==> config.mk <==
export PLATFORM = sky130hd
export DESIGN_NAME = bus_pkt_endpoint
export DESIGN_NICKNAME = d
export VERILOG_FILES = /design/src/rtl/bus_pkt_endpoint.sv
export SDC_FILE = /design/constraint.sdc
export NUM_CORES = 1
export LEC_CHECK = 0
export ABC_AREA = 0
export CAP_MARGIN = 20
export CORE_UTILIZATION = 44
export CTS_BUF_LIST = sky130_fd_sc_hd__clkbuf_8
export CTS_CLUSTER_DIAMETER = 150
export CTS_CLUSTER_SIZE = 28
export DETAILED_ROUTE_END_ITERATION = 7
export GPL_TIMING_DRIVEN = 0
export PLACE_DENSITY = 0.78
export SLEW_MARGIN = 20
export SYNTH_ARGS = -nofsm -noshare
export SYNTH_HDL_FRONTEND = slang
export SYNTH_SLANG_ARGS = --single-unit
==> constraint.sdc <==
create_clock -name clk -period 6.1 [get_ports clk]
set_clock_uncertainty 0.05 [all_clocks]
set_input_delay 0.61 -clock clk [delete_from_list [all_inputs] [get_ports clk]]
set_output_delay 0.61 -clock clk [all_outputs]
set_load 0.02 [all_outputs]
==> src/rtl/bus_pkt_endpoint.sv <==
// -----------------------------------------------------------------------------
// bus_pkt_endpoint
//
// Peripheral-side end of the 65-bit parallel bus packet interface. Pops
// packets from the node's bus-output FIFO, decodes them into a single
// request/ready handshake toward a register or peripheral core, and formats
// read responses that are pushed into the node's bus-input FIFO.
//
// Packet layout (BITS = 65):
//   [64:62] dest  [61:59] src  [58] wr (request) / err (response)
//   [57:32] addr  [31:0]  data
//
// Ports:
//   clk        : clock, all state changes on the rising edge
//   reset      : asynchronous active-low reset
//   pndng_in   : bus-output FIFO not empty, head packet on D_pop
//   pop        : one-cycle pop strobe to the bus-output FIFO
//   D_pop      : head packet of the bus-output FIFO
//   push       : one-cycle push strobe to the bus-input FIFO
//   D_push     : response packet, valid while push = 1
//   req_valid  : request to the core, held until req_ready
//   req_ready  : core accepts the request
//   req_wr     : 1 = write, 0 = read
//   req_addr   : request address
//   req_wdata  : write data
//   req_src    : source node id of the request
//   rsp_valid  : read data valid from the core (sampled in WAIT_RSP only)
//   rsp_rdata  : read data from the core
//   busy       : endpoint is not idle
//   drop_cnt   : saturating count of discarded packets
//   tmo_cnt    : saturating count of read timeouts
//
// Every output is a flop; no input reaches an output combinationally.
// -----------------------------------------------------------------------------
module bus_pkt_endpoint #(
   parameter int          BITS     = 65,
   parameter logic [2:0]  MY_ID    = 3'd1,
   parameter logic [2:0]  BDCST    = 3'b111,
   parameter int          TIMEOUT  = 16,
   parameter logic [31:0] ERR_DATA = 32'hFFFF_FFFF,
   parameter int          CNT_W    = 8
) (
   input  logic             clk,
   input  logic             reset,
   input  logic             pndng_in,
   output logic             pop,
   input  logic [BITS-1:0]  D_pop,
   output logic             push,
   output logic [BITS-1:0]  D_push,
   output logic             req_valid,
   input  logic             req_ready,
   output logic             req_wr,
   output logic [25:0]      req_addr,
   output logic [31:0]      req_wdata,
   output logic [2:0]       req_src,
   input  logic             rsp_valid,
   input  logic [31:0]      rsp_rdata,
   output logic             busy,
   output logic [CNT_W-1:0] drop_cnt,
   output logic [CNT_W-1:0] tmo_cnt
);

   typedef enum logic [2:0] {
      S_IDLE     = 3'd0,
      S_POP      = 3'd1,
      S_DECODE   = 3'd2,
      S_REQ      = 3'd3,
      S_WAIT_RSP = 3'd4,
      S_PUSH     = 3'd5
   } state_t;

   // Last timer value spent in WAIT_RSP before giving up; the push then
   // lands exactly TIMEOUT cycles after WAIT_RSP was entered.
   localparam logic [7:0] TMO_LAST = 8'(TIMEOUT - 1);

   state_t            r_state;
   logic              r_pop;
   logic              r_push;
   logic [BITS-1:0]   r_d_push;
   logic              r_req_valid;
   logic              r_req_wr;
   logic [25:0]       r_req_addr;
   logic [31:0]       r_req_wdata;
   logic [2:0]        r_req_src;
   logic              r_req_bdcst;
   logic              r_busy;
   logic [CNT_W-1:0]  r_drop_cnt;
   logic [CNT_W-1:0]  r_tmo_cnt;
   logic [7:0]        r_timer;
   logic [BITS-1:0]   r_hold;

   logic [2:0]        w_dest;
   logic [2:0]        w_src;
   logic              w_wr;
   logic [25:0]       w_addr;
   logic [31:0]       w_data;
   logic              w_for_me;

   // Saturating increment: status counters stick at all-ones.
   function automatic logic [CNT_W-1:0] sat_inc(input logic [CNT_W-1:0] v);
      if (&v)
         return v;
      else
         return v + CNT_W'(1);
   endfunction

   // Field split of the captured packet.
   assign w_dest   = r_hold[BITS-1 -: 3];
   assign w_src    = r_hold[BITS-4 -: 3];
   assign w_wr     = r_hold[BITS-7];
   assign w_addr   = r_hold[57:32];
   assign w_data   = r_hold[31:0];
   assign w_for_me = (w_dest == MY_ID) || (w_dest == BDCST);

   // Hold register: the FIFO head is still valid during the pop cycle and is
   // captured on the edge that retires it. Pure data, so it carries no reset.
   always_ff @(posedge clk) begin
      if (r_state == S_POP)
         r_hold <= D_pop;
   end

   always_ff @(posedge clk or negedge reset) begin
      if (!reset) begin
         r_state     <= S_IDLE;
         r_pop       <= 1'b0;
         r_push      <= 1'b0;
         r_d_push    <= '0;
         r_req_valid <= 1'b0;
         r_req_wr    <= 1'b0;
         r_req_addr  <= '0;
         r_req_wdata <= '0;
         r_req_src   <= '0;
         r_req_bdcst <= 1'b0;
         r_busy      <= 1'b0;
         r_drop_cnt  <= '0;
         r_tmo_cnt   <= '0;
         r_timer     <= '0;
      end else begin
         case (r_state)
            S_IDLE: begin
               if (pndng_in) begin
                  r_state <= S_POP;
                  r_pop   <= 1'b1;
                  r_busy  <= 1'b1;
               end
            end

            S_POP: begin
               r_pop   <= 1'b0;
               r_state <= S_DECODE;
            end

            S_DECODE: begin
               if (!w_for_me) begin
                  r_drop_cnt <= sat_inc(r_drop_cnt);
                  r_busy     <= 1'b0;
                  r_state    <= S_IDLE;
               end else begin
                  r_req_valid <= 1'b1;
                  r_req_wr    <= w_wr;
                  r_req_addr  <= w_addr;
                  r_req_wdata <= w_data;
                  r_req_src   <= w_src;
                  r_req_bdcst <= (w_dest == BDCST);
                  r_state     <= S_REQ;
               end
            end

            S_REQ: begin
               if (req_ready) begin
                  r_req_valid <= 1'b0;
                  if (r_req_wr) begin
                     r_busy  <= 1'b0;
                     r_state <= S_IDLE;
                  end else if (r_req_bdcst) begin
                     // Nobody can collect a broadcast read reply; discard it.
                     r_drop_cnt <= sat_inc(r_drop_cnt);
                     r_busy     <= 1'b0;
                     r_state    <= S_IDLE;
                  end else begin
                     r_timer <= '0;
                     r_state <= S_WAIT_RSP;
                  end
               end
            end

            S_WAIT_RSP: begin
               // A response in the timeout cycle still wins over the error.
               if (rsp_valid) begin
                  r_d_push <= {r_req_src, MY_ID, 1'b0, r_req_addr, rsp_rdata};
                  r_push   <= 1'b1;
                  r_state  <= S_PUSH;
               end else if (r_timer == TMO_LAST) begin
                  r_d_push  <= {r_req_src, MY_ID, 1'b1, r_req_addr, ERR_DATA};
                  r_push    <= 1'b1;
                  r_tmo_cnt <= sat_inc(r_tmo_cnt);
                  r_state   <= S_PUSH;
               end else begin
                  r_timer <= r_timer + 8'd1;
               end
            end

            S_PUSH: begin
               r_push   <= 1'b0;
               r_d_push <= '0;
               r_busy   <= 1'b0;
               r_state  <= S_IDLE;
            end

            default: begin
               r_pop       <= 1'b0;
               r_push      <= 1'b0;
               r_req_valid <= 1'b0;
               r_busy      <= 1'b0;
               r_state     <= S_IDLE;
            end
         endcase
      end
   end

   assign pop       = r_pop;
   assign push      = r_push;
   assign D_push    = r_d_push;
   assign req_valid = r_req_valid;
   assign req_wr    = r_req_wr;
   assign req_addr  = r_req_addr;
   assign req_wdata = r_req_wdata;
   assign req_src   = r_req_src;
   assign busy      = r_busy;
   assign drop_cnt  = r_drop_cnt;
   assign tmo_cnt   = r_tmo_cnt;

endmodule

# After elaboration in Yosys (flattened, before gate mapping)
# Index checks and enable logic that the tools add are counted.
totals:
  out_inout_bits: 147
  register_bits: 224
  wordCells: 100
classes:
  eq_ne: 19
  mux: 36
  reduce_logical: 21
  n_addsub: 3
  bitwise: 6
ops:
  columns: ["operator", "count"]
  rows:
  - ["65-bit 2-to-1 mux", 2]
  - ["65-bit case mux with 2 select lines", 1]
  - ["8-bit 2-to-1 mux", 10]
  - ["8-bit case mux with 2 select lines", 2]
  - ["8-bit by 1-bit adder with 8-bit output, second input constant", 3]
  - ["3-bit 2-to-1 mux", 6]
  - ["2-bit inequality test, second input constant", 9]
  - ["8-bit AND reduction", 2]
  - ["3-bit case mux with 5 select lines", 1]
  - ["4-bit OR reduction", 3]
  - ["5-bit AND reduction", 2]
  - ["3-bit == test, second input constant", 3]
  - ["1-bit 2-to-1 mux", 9]
  - ["8-bit by 4-bit == test with 1-bit output, second input constant", 1]
  - ["2-bit AND reduction", 4]
  - ["3-bit by 1-bit == test with 1-bit output, second input constant", 2]
  - ["3-bit by 2-bit == test with 1-bit output, second input constant", 2]
  - ["3-bit inequality test, second input constant", 2]
  - ["1-bit inverter", 6]
  - ["3-bit AND reduction", 2]
  - ["6-bit AND reduction", 1]
  - ["2-bit nonzero test", 3]
  - ["1-bit case mux with 2 select lines", 2]
  - ["1-bit case mux with 4 select lines", 1]
  - ["6 further kinds", 6]

# Longest topological paths before layout
# Gate-level depths: netlist (run 1).
depth:
  word_depth: 6
  depth_mapped: 7

# Worst setup path before layout (run 1)
# No wires, ideal clock.
synth_timing:
  path_kind: "flip-flop to flip-flop"
  start: "register r_state[0]"
  end: "register r_hold[0] (enable)"
  stages_incl_launch_ff: 3
  arrival_time_ns: 5.415
  period_less_slack_ns: 6.048
  path_slack_ns: 0.052
  path_cell_list: "dfrtp_1 buf_2 nor3b_1"
synth_between:
  elab_chain_cells: 1
synth_lines:
  columns: ["element", "line_no", "text"]
  rows:
  - ["start: declaration", "76", "state_t r_state;"]
  - ["start signal: assignment", "124", "r_state <= S_IDLE;"]
  - ["start signal: assignment", "142", "r_state <= S_POP;"]
  - ["start signal: assignment", "150", "r_state <= S_DECODE;"]
  - ["3-bit by 1-bit == test with 1-bit output", "118", "if (r_state == S_POP)"]
  - ["end signal: assignment", "119", "r_hold <= D_pop;"]
  - ["end: declaration", "90", "logic [BITS-1:0] r_hold;"]
# No other way between the ends.
# A chain may end at the register's enable or synchronous reset.

# Final worst setup path (run 1)
layout_timing:
  start: "register r_req_addr[0], in the netlist req_addr[0]"
  end: "output req_addr[0]"
layout_lines:
  columns: ["element", "line_no", "text"]
  rows:
  - ["start: declaration", "82", "logic [25:0] r_req_addr;"]
  - ["start signal: assignment", "161", "r_req_addr <= w_addr;"]
  - ["end: declaration", "53", "output logic [25:0] req_addr,"]
# No word-level cell between the ends.

==> metrics.txt, run 1 <==
CTS tree=yes; relative slew slack=0.587; unrepaired setup endpoints after global routing=no; worst hold slack=398 ps; Post-synth EDFFs=65; DR vias=6227; GPL Wtd Cong=0.833; max cap viols=0; yosys warns=0; fin area=0.0116 mm2; initial antenna violation count=0; most frequent cells in the layout=244 x clkdlybuf4s50_1, 225 x nand2_1, 157 x dfrtp_1; Final setup viols=0; Main synth FF type=dfrtp_1; WS Path Type=reg2out; P_leak=0.00501 uW; slowest stage delay, CP=650 ps; drt wl/cell=17.0 um; final hold violation count=0; vias per cell=5.01; Peak VDD IR=0.308 mV; Crit path required time=5440 ps; post-layout util=0.615; final setup TNS=0 ps; Fill cells=1483; post-synth cell types=57; cells resized by post-CTS repair=0; clk_lat worst skew=500 ps; clock buffer depth=3; row cnt=50; Initial Utilization=0.452; WP buf/inv=1; Slew @ Worst Pin=618 ps; Clock Power Share=0.114; Reg clk slew, reported paths=160 ps; Die ar.=0.0199 mm2; Post-CTS Setup Bufs=0; die height=141 um; worst path arrival time=1640 ps; CP cell instances=clkdlybuf4s50_1; sequential cell area fraction in the yosys report=0.691; Pre-antenna DRT Iters=4; pwr dens=458 mW/mm2; vias in the first global route=6273; Layout area overhead=36.1%; Hold Path Class=reg2reg; placed insts=1227; Sw Share=0.361; total gr overflow=0; root buf cell=clkbuf_8; pin count of the biggest net entering global routing=87; cell-internal power=3390 uW; Initial DRC Count=374; # nets final=1086; run status=completed; first-pass GRT wire length=33200 um; Sink Count=222; fraction of registers with async set/reset=0.707; Post-Synthesis Cells=713; total track usage=0.214; Crit Path Max Fanout=3; Final period util=0.377; Mean Syn Cell Area=11.9 um2; Sequential Power Share=0.464; share of layout cells above drive strength 1=0.0804; antenna viol nets, final=0; Routed WL=21100 um; Combinational Power Share=0.423; port bufs=245; crit start category=flop; Core Box Area=0.0188 mm2; switching pwr=1910 uW; delay-heaviest family, CP=buffers and inverters; Cell Area, Synth=0.00851 mm2; HPWL Detailed=15600 um; Seq cells post-synth=222; non-filler cells, final=1243; DP Area=0.0114 mm2; H-Tree Depth=1; crit end category=primary output; ant diodes=0; die width=141 um; Slew Viols, Final=0; commonest non-fill, non-tap cell in the layout=clkdlybuf4s50_1; fmax=0.435 GHz; I/O pin total=249; slowest CP cell=clkdlybuf4s50_1; cts bufs inserted=11; drt drc=0; fin crit period=2300 ps
[cell usage after synthesis, types with 7 or more instances]
library cell | instances | area share
a21oi_1 | 9 | 0.0053
and3_1 | 9 | 0.0066
buf_1 | 7 | 0.0031
buf_2 | 12 | 0.0071
clkbuf_1 | 21 | 0.0093
dfrtp_1 | 157 | 0.46
edfxtp_1 | 65 | 0.23
nand2_1 | 225 | 0.099
nand3_1 | 36 | 0.021
nand4_1 | 12 | 0.0088
o21ai_0 | 37 | 0.022
o221a_2 | 29 | 0.038
xnor2_1 | 14 | 0.014
[flip-flops by register name (all words and copies together) (netlist names)]
name         count
r_hold          65
D_push          63
req_wdata       32
req_addr        26
drop_cnt         8
r_timer          8
tmo_cnt          8
r_state          3
req_src          3
busy             1
pop              1
push             1
r_req_bdcst      1
req_valid        1
req_wr           1
[stage by stage]
step           setup slack [ps]  power, uW
6_report                   3800       5300
5_1_grt                    3700       5590
4_1_cts                    3770       5360
3_5_place_dp               3820       4750
3_3_place_gp              -2150       4690
2_1_floorplan              51.9       3550
[area by class of cell]
| type | count | area (um2) | share of cell area |
|---|---|---|---|
| clock inverter | 3 | 11.3 | 0.000972 |
| tap | 260 | 325 | 0.0281 |
| clock buffer | 12 | 165 | 0.0143 |
| sequential | 222 | 5880 | 0.508 |
| multi-input combinational | 440 | 2410 | 0.208 |
| timing repair buffer | 254 | 2560 | 0.221 |
| inverter | 4 | 15.0 | 0.00130 |
| buffer | 48 | 220 | 0.0190 |
[logic make-up (layout without fill, tap and decap cells)]
group,Yosys count,after routing,share of synthesized area
DFF,222,222,0.691
xor gates and xnor gates,16,16,0.0165
AOI/OAI and AO/OA,99,99,0.0895
buffers and inverters,52,321,0.0276
muxes,4,4,0.00558
other,1,2,0.000440
and+or+nand+nor,316,316,0.165
adders and majority gates,3,3,0.00441
[power by group through the flow]
stage               Sequential [uW]  Clock (uW)  Combinational (uW)
finish                         2460         603                2240
global route                   2530         668                2400
CTS                            2470         626                2260
detailed placement             2490           0                2260
global placement               2520           0                2170
floorplan                      2950           0                 598
[layer usage]
metal  vias to the layer above  global-route usage  part of all wire
li1                       2985                   -                 -
met1                      2971               0.271              0.42
met2                       239               0.350              0.47
met3                        32              0.0642             0.085
met4                         0              0.0704             0.026
met5                         -                   0                 0
[worst min-delay path: stages (launching register included)]
cell and delay [ps]:
edfxtp_1 350, nand2_1 40, nand2_1 50
[path summary, 6_finish.rpt]
path                                    startpoint                        end  slack, ps  depth (start not counted)
max reg2reg                 r_state[0]$_DFFE_PN0P_        r_hold[5]$_DFFE_PP_       3910                          5
max in group asynchronous                    reset  req_wdata[21]$_DFFE_PN0P_       4590                          3
min                           r_hold[29]$_DFFE_PP_  req_wdata[29]$_DFFE_PN0P_        400                          2
min reg2reg                   r_hold[29]$_DFFE_PP_  req_wdata[29]$_DFFE_PN0P_        400                          2
min in group asynchronous                    reset      D_push[8]$_DFFE_PN0P_        600                          2
max                        req_addr[0]$_DFFE_PN0P_                req_addr[0]       3800                          1
[what timing repair did]
action,CTS,global route
hold buffers,1,0
endpoints found under the setup margin,0,0
hold endpoints to repair,11,0
Power figures use the tool's default switching activity.
==> run 2, diff against run 1 <==
Settings changed: CORE_UTILIZATION 44 to 49, PLACE_DENSITY 0.78 to 0.82.
Clock period 6.1 ns to 2.2 ns, I/O delays scaled along.
==> run 2 against run 1 <==
Net effect: sequential share of layout area increased by 0.088 points; final area decreased by 0.17%; critical path depth up 3; combinational power grew to 2.8 times the previous value.
==> metrics.txt, run 2 (synthesis results as in run 1) <==
crit end category=flop; ant diodes=0 (unchanged); Layout area overhead=35.9%; Die ar.=0.0179 mm2 (-10%); Routed WL=21300 um (+1.1%); fin crit period=2040 ps; fin area=0.0116 mm2 (-0.17%); DP Area=0.0113 mm2 (-0.44%); total track usage=0.238 (+0.0245); Final setup viols=0 (unchanged); post-layout util=0.690 (+0.0748); row cnt=47 (-6.0%); crit start category=flop; root buf cell=clkbuf_8; Initial Utilization=0.508 (+0.0559); Hold Path Stages=2 (unchanged); vias in the first global route=6330 (+0.91%); pin count of the biggest net entering global routing=85 (-2.3%); # nets final=1084 (-0.18%); GPL Wtd Cong=0.821 (-1.4%); FF-to-FF path depth=4 (-1); Final period util=0.928; Crit path required time=2370 ps (-3070 ps); Biggest register=r_hold; initial antenna violation count=2 (+2); Sink Count=222 (unchanged); HPWL Detailed=15800 um (+1.7%); drt wl/cell=17.7 um (+4.5%); Combinational Power Share=0.423 (about the same); Initial DRC Count=365 (-2.4%); I/O pin total=249 (unchanged); pwr dens=1270 mW/mm2 (+180%); port bufs=245 (unchanged); most frequent cells in the layout=244 x clkdlybuf4s50_1, 225 x nand2_1, 157 x dfrtp_1; max reg flops=65 (unchanged); Pre-antenna DRT Iters=5 (+1); DR vias=6353 (+2.0%); die width=134 um (-5.2%); antenna viol nets, final=0 (unchanged); drt drc=0 (unchanged); WS Path Type=reg2reg; Crit Path Max Fanout=17 (+14); Slew @ Worst Pin=576 ps (-42.1 ps); die height=134 um (-5.2%); worst path arrival time=2210 ps (+570 ps); clk_lat worst skew=500 ps (about the same); CTS tree=yes; switching pwr=5330 uW (+180%); Slew Viols, Final=0 (unchanged); P_leak=0.00502 uW (+0.29%); Final WS setup=159 ps (-3640 ps); commonest non-fill, non-tap cell in the layout=clkdlybuf4s50_1; run status=completed; final hold violation count=0 (unchanged); Sw Share=0.362 (+0.00111); relative slew slack=0.616 (+0.0285); first-pass GRT wire length=33300 um (+0.39%); H-Tree Depth=1 (unchanged); fmax=0.490 GHz; Hold Path Class=in2reg; share of layout cells above drive strength 1=0.0845 (+0.00416); total gr overflow=0 (unchanged); clock buffer depth=3 (unchanged); Peak VDD IR=1.13 mV (+270%); Core Box Area=0.0168 mm2 (-11%); Place WS=126 ps (-3700 ps); max cap viols=0 (unchanged); cell-internal power=9400 uW (+180%); cts bufs inserted=11 (unchanged); Sequential Power Share=0.464 (about the same); Clock Power Share=0.113 (about the same); vias per cell=5.29 (+5.5%); Reg clk slew, reported paths=160 ps (about the same); unrepaired setup endpoints after global routing=no
## run 2: cell type report
type                    count  area [um2]
well taps                 220         275
fillers                  1261        5190
multi-input cells         440        2420
clock inverters             4        15.0
flip-flops and latches    222        5880
inverters                   4        15.0
repair buffers            252        2550
plain buffers              48         239
clock buffers              12         165
## run 2: critical path, cell delays in order (launching register included)
cell and delay [ps]:
dfrtp_1 520, buf_6 190, nor3b_4 520, buf_6 270
buf_6 210
## run 2: per-layer routing
| layer | GRT usage | share of wire | up-vias |
|---|---|---|---|
| li1 | - | - | 2985 |
| met1 | 0.287 | 0.39 | 3082 |
| met2 | 0.416 | 0.49 | 251 |
| met3 | 0.0707 | 0.090 | 35 |
| met4 | 0.0631 | 0.023 | 0 |
| met5 | 0 | 0 | - |
## run 2: final timing paths
| kind | start | endpoint | slack, ps |
|---|---|---|---|
| worst min register to register | r_hold[23]$_DFFE_PP_ | req_wdata[23]$_DFFE_PN0P_ | 400 |
| worst min-delay path | rsp_valid | r_timer[6]$_DFFE_PN0P_ | 190 |
| min in group asynchronous | reset | D_push[30]$_DFFE_PN0P_ | 200 |
| max in group asynchronous | reset | req_wdata[2]$_DFFE_PN0P_ | 1110 |
| worst max register to register | r_state[0]$_DFFE_PN0P_ | r_hold[9]$_DFFE_PP_ | 160 |
| worst max-delay path | r_state[0]$_DFFE_PN0P_ | r_hold[9]$_DFFE_PP_ | 160 |
## run 2: repair_timing
item / 4_1_cts / 5_1_grt
endpoints found under the hold margin: 73 / 0
endpoints found under the setup margin: 0 / 25
gates resized for setup: 0 / 10
setup buffers: 0 / 1
hold buffers: 1 / 0
## run 2: power by group through the flow
stage,clock network [uW],registers [uW],logic [uW]
floorplan,0,8130,1680
global placement,0,6900,6010
detailed placement,0,6910,6270
CTS,1730,6830,6290
global route,1850,7000,6660
finish,1670,6830,6230
## run 2: through the flow
| step | hold WS [ps] | TNS, ps | cells | power, uW |
|---|---|---|---|---|
| 2_1_floorplan | -126 | -35310 | 714 | 9820 |
| 3_3_place_gp | 367 | -953140 | 1179 | 12900 |
| 3_5_place_dp | 169 | 0 | 1184 | 13200 |
| 4_1_cts | 164 | 0 | 1201 | 14800 |
| 5_1_grt | 176 | 0 | 1202 | 15500 |
| 6_report | 189 | 0 | 1202 | 14700 |
==> run 3, diff against run 2 <==
Settings changed: GPL_TIMING_DRIVEN 0 to unset.
==> run 3 against run 2 <==
Net effect: via count shrank 2.1%; worst hold slack worse by 98 ps; global-route usage is 0.67 points lower; routed wire length shrank 2.8%; power decreased by 0.28%; highest routed layer unchanged; largest cell class unchanged; final area fell by 0.62%.
==> metrics.txt, run 3 (synthesis results as in run 1) <==
run status=completed; Place WS=270 ps (+144 ps); critical path launch point=r_state[0]$_DFFE_PN0P_; share of layout cells above drive strength 1=0.0789 (-0.00557); Initial DRC Count=377 (+3.3%); Die ar.=0.0179 mm2 (unchanged); fin crit period=1980 ps (-62.2 ps); die height=134 um (unchanged); R2R Setup Slk=220 ps (+60 ps); first-pass GRT wire length=32700 um (-2.0%); die width=134 um (unchanged); crit start category=flop; Final setup viols=0 (unchanged); Biggest register=r_hold; Post-CTS Setup Bufs=0 (unchanged); P_leak=0.00497 uW (-1.0%); most frequent cells in the layout=245 x clkdlybuf4s50_1, 225 x nand2_1, 157 x dfrtp_1; Final period util=0.899 (-0.0283); Combinational Power Share=0.419 (-0.004); Core Box Area=0.0168 mm2 (unchanged); H-Tree Depth=1 (unchanged); relative slew slack=0.669 (+0.0535); GPL Wtd Cong=0.865 (+5.3%); clock buffer depth=3 (unchanged); clk_lat worst skew=510 ps (about the same); unrepaired setup endpoints after global routing=no; Crit Path Max Fanout=12 (-5); root buf cell=clkbuf_8; max cap viols=0 (unchanged); vias in the first global route=6228 (-1.6%); Initial Utilization=0.508 (unchanged); switching pwr=5320 uW (-0.23%); placed insts=1152 (-2.7%); Routed WL=20700 um (-2.8%); Crit path required time=2620 ps (+250 ps); cts bufs inserted=11 (unchanged); Hold Path Class=in2async; worst path arrival time=2400 ps (+190 ps); Slew @ Worst Pin=490 ps (-86.3 ps); Sink Count=222 (unchanged); worst hold slack=90.3 ps (-98.5 ps); total track usage=0.232 (-0.00672); Layout area overhead=35.0%; DP Area=0.0113 mm2 (-0.43%); port bufs=246 (+0.41%); crit end category=flop; Reg clk slew, reported paths=170 ps (about the same); cell-internal power=9370 uW (-0.31%); pwr dens=1280 mW/mm2 (+0.34%); drt wl/cell=17.7 um (-0.11%); non-filler cells, final=1170 (-2.7%); max reg flops=65 (unchanged); total gr overflow=0 (unchanged); Slew Viols, Final=0 (unchanged); DR vias=6222 (-2.1%); Clock Power Share=0.113 (about the same); Final WS setup=221 ps (+62.2 ps); fmax=0.505 GHz (+3.1%); vias per cell=5.32 (+0.62%); commonest non-fill, non-tap cell in the layout=clkdlybuf4s50_1; R2R Path Start=r_state[0]$_DFFE_PN0P_; HPWL Detailed=14400 um (-9.3%); # nets final=1051 (-3.0%); Pre-antenna DRT Iters=5 (unchanged); ant diodes=0 (unchanged); final hold violation count=0 (unchanged); CTS tree=yes; Sequential Power Share=0.467 (+0.003); Sw Share=0.362 (about the same); I/O pin total=249 (unchanged); cells resized by post-CTS repair=0 (unchanged); row cnt=47 (unchanged); WS Path Type=reg2reg; initial antenna violation count=0 (-2); pin count of the biggest net entering global routing=67 (-21%); fin area=0.0115 mm2 (-0.62%); Peak VDD IR=0.819 mV (-28%); antenna viol nets, final=0 (unchanged); drt drc=0 (unchanged)
[run 3: cell types whose count changed in the layout (fill, tap and decap cells not counted), sizes merged]
cell	delta
inv	+1
buf	-9
clkbuf	-25
clkdlybuf4s50	+1
[run 3: routing by layer]
layer  vias to the layer above  track usage  part of all wire
met5                         -            0                 0
met4                         0       0.0795             0.030
met3                        37       0.0699             0.096
li1                       2919            -                 -
met2                       262        0.362              0.45
met1                      3004        0.309              0.42
[run 3: worst paths after layout]
check	endpoint	cells after the start
setup / recovery	r_timer[0]$_DFFE_PN0P_	4
hold / removal	tmo_cnt[4]$_DFFE_PN0P_	2
setup reg to reg	r_timer[0]$_DFFE_PN0P_	4
hold reg to reg	req_addr[0]$_DFFE_PN0P_	2
max in group asynchronous	D_push[8]$_DFFE_PN0P_	3
min in group clk	r_hold[33]$_DFFE_PP_	1
[run 3: per-stage QoR]
step	utilization	TNS [ps]	total power (uW)
floorplan	-	-35310	9820
global placement	0.674	0	12900
detailed placement	0.674	0	13100
CTS	0.686	0	14800
global route	0.686	0	15500
finish	0.686	0	14700
[run 3: worst max-delay path: stages (launching register included)]
cell and delay (ps):
dfrtp_1 610, nor3b_1 370, nand3_1 260, a2111oi_0 480, a211o_1 160
[run 3: layout make-up]
class / count / area (um2)
Inverter: 4 / 15.0
Timing Repair Buffer: 267 / 2710
Fill cell: 1237 / 5270
Clock buffer: 12 / 165
Multi-Input combinational cell: 440 / 2430
Tap cell: 220 / 275
Clock inverter: 5 / 18.8
Sequential cell: 222 / 5880
[run 3: power groups by stage]
stage / registers [uW] / clock network (uW) / logic (uW)
2_1_floorplan: 8130 / 0 / 1680
3_3_place_gp: 6910 / 0 / 6030
3_5_place_dp: 6950 / 0 / 6200
4_1_cts: 6880 / 1710 / 6210
5_1_grt: 7050 / 1850 / 6560
6_report: 6870 / 1670 / 6160
[run 3: timing repair]
item                                   in CTS  in global routing
hold buffers                                1                  0
endpoints found under the hold margin     157                  0
setup endpoints to repair                   0                  0
